--- src/rtl/cpu_run_ctrl.sv ---
// Run/step sequencer for the debug-unit CPU: turns the run switch and step button
// into a per-cycle CPU enable, with burst stepping, one PC breakpoint and a retire counter.
module cpu_run_ctrl #(
    parameter int PC_W    = 32,
    parameter int BURST_W = 8,
    parameter int CNT_W   = 32
) (
    input  logic               clk,
    input  logic               rst,
    input  logic               succ,
    input  logic               step,
    input  logic [BURST_W-1:0] burst_len,
    input  logic               bp_en,
    input  logic [PC_W-1:0]    bp_addr,
    input  logic [PC_W-1:0]    pc,
    output logic               cpu_en,
    output logic               halted,
    output logic               brk_hit,
    output logic [1:0]         state,
    output logic [CNT_W-1:0]   instr_cnt
);

    // state | meaning
    // HALT  | CPU frozen, waiting for run switch or step press
    // RUN   | free run until switch drops or breakpoint PC is reached
    // STEP  | executing a burst of step_rem+1 instructions
    // BRK   | stopped in front of the breakpoint instruction
    typedef enum logic [1:0] {
        S_HALT = 2'd0,
        S_RUN  = 2'd1,
        S_STEP = 2'd2,
        S_BRK  = 2'd3
    } state_t;

    state_t             state_q;
    logic               succ_m, succ_s;
    logic               step_m, step_s, step_d;
    logic               step_edg;
    logic               first;
    logic               bp_match;
    logic [BURST_W-1:0] step_rem;
    logic [CNT_W-1:0]   cnt_q;

    always_ff @(posedge clk or posedge rst) begin
        if (rst) begin
            succ_m <= 1'b0;
            succ_s <= 1'b0;
            step_m <= 1'b0;
            step_s <= 1'b0;
            step_d <= 1'b0;
        end else begin
            succ_m <= succ;
            succ_s <= succ_m;
            step_m <= step;
            step_s <= step_m;
            step_d <= step_s;
        end
    end

    assign step_edg = step_s & ~step_d;

    // first masks the breakpoint so a resume from the bp PC executes it once
    assign bp_match = bp_en & (pc == bp_addr) & ~first;

    always_comb begin
        cpu_en = 1'b0;
        case (state_q)
            S_STEP:  cpu_en = 1'b1;
            S_RUN:   cpu_en = ~bp_match;
            default: cpu_en = 1'b0;
        endcase
    end

    always_ff @(posedge clk or posedge rst) begin
        if (rst) begin
            state_q  <= S_HALT;
            first    <= 1'b0;
            step_rem <= '0;
            halted   <= 1'b1;
            brk_hit  <= 1'b0;
        end else begin
            case (state_q)
                S_HALT: begin
                    if (succ_s) begin
                        state_q <= S_RUN;
                        first   <= 1'b1;
                        halted  <= 1'b0;
                    end else if (step_edg) begin
                        state_q  <= S_STEP;
                        step_rem <= (burst_len == '0) ? '0 : burst_len - 1'b1;
                        halted   <= 1'b0;
                    end
                end
                S_RUN: begin
                    first <= 1'b0;
                    if (!succ_s) begin
                        state_q <= S_HALT;
                        halted  <= 1'b1;
                    end else if (bp_match) begin
                        state_q <= S_BRK;
                        halted  <= 1'b1;
                        brk_hit <= 1'b1;
                    end
                end
                S_STEP: begin
                    if (step_rem == '0) begin
                        state_q <= S_HALT;
                        halted  <= 1'b1;
                    end else begin
                        step_rem <= step_rem - 1'b1;
                    end
                end
                S_BRK: begin
                    if (!succ_s) begin
                        state_q <= S_HALT;
                        halted  <= 1'b1;
                        brk_hit <= 1'b0;
                    end
                end
                default: begin
                    state_q <= S_HALT;
                    halted  <= 1'b1;
                    brk_hit <= 1'b0;
                end
            endcase
        end
    end

    // assigned every cycle so the counter wraps silently
    always_ff @(posedge clk or posedge rst) begin
        if (rst) cnt_q <= '0;
        else     cnt_q <= cnt_q + {{(CNT_W-1){1'b0}}, cpu_en};
    end

    assign state     = state_q;
    assign instr_cnt = cnt_q;

endmodule

--- config.mk ---
export PLATFORM = sky130hd
export DESIGN_NAME = cpu_run_ctrl
export DESIGN_NICKNAME = d
export VERILOG_FILES = /design/src/rtl/cpu_run_ctrl.sv
export SDC_FILE = /design/constraint.sdc
export NUM_CORES = 1
export LEC_CHECK = 0
export ABC_AREA = 1
export CAP_MARGIN = 20
export CORE_MARGIN = 10
export CORE_UTILIZATION = 48
export CTS_BUF_LIST = sky130_fd_sc_hd__clkbuf_4 sky130_fd_sc_hd__clkbuf_8 sky130_fd_sc_hd__clkbuf_16
export CTS_CLUSTER_SIZE = 24
export DETAILED_ROUTE_END_ITERATION = 8
export DONT_BUFFER_PORTS = 1
export PLACE_DENSITY = 0.7
export SYNTH_ARGS = -nofsm -noshare
export SYNTH_HDL_FRONTEND = slang
export SYNTH_SLANG_ARGS = --single-unit
--- constraint.sdc ---
create_clock -name clk -period 3 [get_ports clk]
set_clock_uncertainty 0.05 [all_clocks]
set_input_delay 0.3 -clock clk [delete_from_list [all_inputs] [get_ports clk]]
set_output_delay 0.3 -clock clk [all_outputs]
set_load 0.005 [all_outputs]
# Yosys cells after proc, flatten, opt, wreduce, memory -nomap -nowiden
# Cells that the tools add are included.
# Widths: inputs -> output; s select.
# word_totals
register_bits	50
inputBits	77
output_inout_bits	37
elab_cells	69
# classes
add_sub_neg	3
eq_ne	14
n_mux	25
n_bitwise	6
reduce_logical	10
# op_table
op	n
$add 32x1->32	1
$eq 32x32->1	1
$mux 8	4
$logic_not 8->1	2
$ne 2x2->1 const B	8
$pmux 8 s2	1
$sub 8x1->8 const B	2
$mux 2	6
$reduce_and 4->1	3
$mux 1	9
$pmux 2 s4	1
$ne 3x3->1 const B	2
$pmux 1 s2	3
$reduce_bool 2->1	3
$eq 2x2->1 const B	2
$pmux 1 s4	1
$and 1x1->1	3
$not 1->1	3
$eq 2x1->1 const B	1
$logic_not 2->1	1
$reduce_and 2->1	1

# Logic depth before layout (Yosys ltp)
# depth
depth_word	6
depth_mapped	21
depth_no_buf	21

# Worst setup path after synthesis
# Ideal clock, no wire load.
# synth_timing
kind	reg2reg
from	reg state_q[0], in the netlist state[0]
to	reg cnt_q[30], in the netlist instr_cnt[30]
setup_ps	120
t_arrival_ps	2464
t_required_ps	2830
setup_slack_ps	365
stages_incl_launch_ff	14
n_path_buf	0
period_less_slack_ps	2635
path_cell_list	dfrtp_1 inv_1 ha_1 inv_1 a21boi_0 ha_1 ha_1 nand3_2 nor2_4 nand3_4 nor3b_4 nand3_2 o21ai_1 nand2_1
# synth_between
elab_chain_cells	3
word_cells_on_any_way	4
cone_classes	add/sub: 1; eq/ne: 2; mux: 1
# synth_rtl
element	line	source
from (decl)	35	state_t state_q;
from (signal assigned)	76	state_q <= S_HALT;
from (signal assigned)	85	state_q <= S_RUN;
from (signal assigned)	89	state_q <= S_STEP;
$eq 2x1->1 / $eq 2x2->1 (equally long branches)	67	case (state_q)
$pmux 1 s2 (*)	67	
named net cpu_en	16	output logic cpu_en,
$add 32x1->32 (*)	132	else cnt_q <= cnt_q + {{(CNT_W-1){1'b0}}, cpu_en};
to (signal assigned)	132	
to (decl)	42	logic [CNT_W-1:0] cnt_q;
# The timed path passes the listed nets; every way through them passes the cells marked *.
# A chain may end at the register's enable or synchronous reset.

# Worst setup path after layout
# layout_timing
from	reg state_q[0], in the netlist state[0]
to	reg cnt_q[30], in the netlist instr_cnt[30]
# layout_between
elab_chain_cells	3
word_cells_on_any_way	4
cone_classes	add/sub: 1; eq/ne: 2; mux: 1
# layout_rtl
element	line
$eq 2x1->1 / $eq 2x2->1 (equally long branches)	67
$pmux 1 s2 (*)	67
$add 32x1->32 (*)	132
# Mark *: on every way between the ends. The rest lies on a longest branch, timed or not.

==> impl_metrics.json <==
{
  "min_period_over_period_pct": 91.1,
  "ios": 114,
  "cts_setup_buffers": 0,
  "ys.warnings.count": 0,
  "die-area_mm2": 0.0105,
  "synth_top_family_by_area": "simple AND/OR/NAND/NOR gates",
  "reg2reg_from": "state[0]$_DFFE_PP0P_",
  "maxSlewHeadroom_pct": 62.2,
  "synth-xor-area-share_pct": 11.8,
  "remaining_drc_errors": 0,
  "use_met3_pct": 5.90,
  "wl_per_cell_um": 14.4,
  "hold_start": "burst_len[0]",
  "ir_drop_mv": 0.428,
  "setup_viol": 0,
  "htreeDepth": 2,
  "worstSetupStartpoint": "state[0]$_DFFE_PP0P_",
  "io_buffer_count": 0,
  "areaGrowthSynthToFinish_pct": 8.56,
  "cts.sinks": 50,
  "syn_inst": 438,
  "yosysTopAreaCell": "dfrtp_1",
  "drive_above_1_share_pct": 8.17,
  "diodes": 0,
  "power_density_mw_per_mm2": 588,
  "core_area_mm2": 0.00672,
  "p_leak_nw": 1.83,
  "fin_util_pct": 52.9,
  "synth_cell_types": 30,
  "max-clock-path-buffers": 2,
  "synthAdderAreaFrac_pct": 3.82,
  "cp_max_fo": 6,
  "final_max_slew_viol_count": 0,
  "layout_common_cells": "nand2_1 (109), inv_1 (76), nor2_1 (51), dfrtp_1 (49)",
  "worstHoldPathType": "in2reg",
  "dr.pass1.iters": 4,
  "cts_buffers": 5,
  "grt_usage_pct": 14.3,
  "synth_top_area_share_pct": 37.5,
  "grt_overflow": 0,
  "grt_start_max_net_pins": 51,
  "ys_ff_latch": 50,
  "path_clk_slew_ns": 0.09,
  "mostFrequentLayoutCell": "nand2_1",
  "dp_slack_ns": 0.148,
  "cts_tree": "yes",
  "yosysSeqAreaShare_pct": 38.3,
  "rows": 30,
  "synth_simple_gate_area_share_pct": 29.6,
  "synth_compound_area_share_pct": 7.34,
  "worstSetupEndpointType": "register",
  "arrival_ns": 2.88,
  "rsz0062_at_grt": "false",
  "initial_utilization_pct": 48.7,
  "tightest_slew_ns": 0.567,
  "synth_nets": 525,
  "final_nets": 539,
  "layout_min_cycle_time_ns": 2.73,
  "synthTopCellsByArea": "dfrtp_1 (37%), nand2_1 (13%), inv_1 (8.8%)",
  "viasPerCell": 5.04,
  "fillCellCount": 643,
  "clk_latency_ns": 0.30,
  "gp_congestion": 0.855,
  "fin_ws_ns": 0.267,
  "critPathRequiredTime_ns": 3.15,
  "crit_type": "reg2reg",
  "hold_violations": 0,
  "syn_area_mm2": 0.00327,
  "start_kind": "register",
  "drtAntennaViolNets": 0,
  "dieHeight_um": 103,
  "fin_hold_ws_ns": 0.197,
  "root_buffer": "clkbuf_8",
  "die_w_um": 103,
  "fmax_mhz": 366,
  "grt_pass1_wl_um": 12200,
  "drt_iter0_drc": 113,
  "tns_ns": 0,
  "wl_um": 7680,
  "vias": 2685,
  "synth.avg_cell_area_um2": 7.47,
  "grt_pass1_vias": 2631,
  "largest_reg_flops": 32,
  "dp_hpwl_um": 6340,
  "status": "finished clean",
  "grt_use_met1_pct": 17.0,
  "synthMuxAreaShare_pct": 0,
  "maxCapViolCount": 0,
  "gr-usage-met2_pct": 23.4,
  "busiest_layer": "met2",
  "antenna_found_initial": 0
}
critical path, stage by stage (launching register included):
cell,delay (ns)
dfrtp_1,0.40
inv_1,0.10
ha_1,0.28
inv_1,0.09
a21boi_1,0.25
ha_1,0.25
ha_1,0.21
nand3_2,0.14
nor2_4,0.17
nand3_4,0.12
nor3b_4,0.25
nand3_2,0.13
o21ai_1,0.13
nand2_1,0.06
area by class of cell:
cell class              instances  area, um^2  share of cell area (%)
clock buffers                   7        96.3                    2.71
clock inverters                 1        8.76                   0.246
inverters                      79         297                    8.35
multi-input cells             308        1720                    48.4
flip-flops and latches         50        1250                    35.2
well taps                      80         100                    2.82
repair buffers                  8        80.1                    2.25
path summary, 6_finish.rpt:
check | to | slack [ns] | cells past startpoint
max in group asynchronous | instr_cnt[27]$_DFF_PP0_ | 2.10 | 3
setup reg to reg | instr_cnt[30]$_DFF_PP0_ | 0.27 | 13
hold / removal | step_rem[0]$_DFFE_PP0P_ | 0.20 | 3
hold reg to reg | step_s$_DFF_PP0_ | 0.30 | 0
setup / recovery | instr_cnt[30]$_DFF_PP0_ | 0.27 | 13
min in group asynchronous | step_rem[3]$_DFFE_PP0P_ | 0.32 | 2
cell usage after synthesis:
cell type and number:
a21boi_0 1, a21oi_1 12, a31oi_1 2, buf_2 1
dfrtp_1 49, dfstp_2 1, ha_1 10, inv_1 77
inv_2 2, nand2_1 109, nand2_2 3, nand3_1 16
nand3_2 6, nand3_4 1, nand4_1 7, nor2_1 51
nor2_2 1, nor2_4 3, nor3_1 6, nor3_2 2
nor3_4 2, nor3b_4 1, nor4_1 1, o21ai_0 23
o21ai_1 2, o21ai_2 1, o21bai_1 1, o22ai_1 3
xnor2_1 23, xor2_1 21
where the power goes:
group	switching (W)	internal, W	leakage [nW]	total (W)
registers	0.000125	0.000813	0.628	0.000938
clock network	0.000224	0.000212	0.0544	0.000436
logic	0.000439	0.000276	1.14	0.000715
total	0.000789	0.00130	1.83	0.00209
per-stage QoR:
step | std cells | area, um^2 | power, W
finish | 533 | 3550 | 0.00209
global route | 533 | 3550 | 0.00229
CTS | 531 | 3520 | 0.00211
detailed placement | 521 | 3400 | 0.00166
global placement | 521 | 3400 | 0.00164
floorplan | 438 | 3270 | 0.00146
metal layers:
metal	vias to the layer above	share of wire [%]	wire length, um
met5	-	0	0
li1	1380	-	-
met3	5	13	987
met1	1204	40	3080
met2	96	46	3550
met4	0	0.83	64
what timing repair did:
item                       CTS  global route
setup endpoints to repair    0             2
hold buffers                 2             1
hold endpoints to repair     2             8
gates resized for setup      0             1
cell families (layout without fill, tap and decap cells):
group                    count (synthesis)  in the layout
AND/OR/NAND/NOR                        209            209
buffers and inverters                   80             95
flip-flops                              50             50
AO/OA/AOI/OAI                           45             45
XOR/XNOR                                44             44
adder cells (fa/ha/maj)                 10             10
Power figures use the tool's default switching activity.
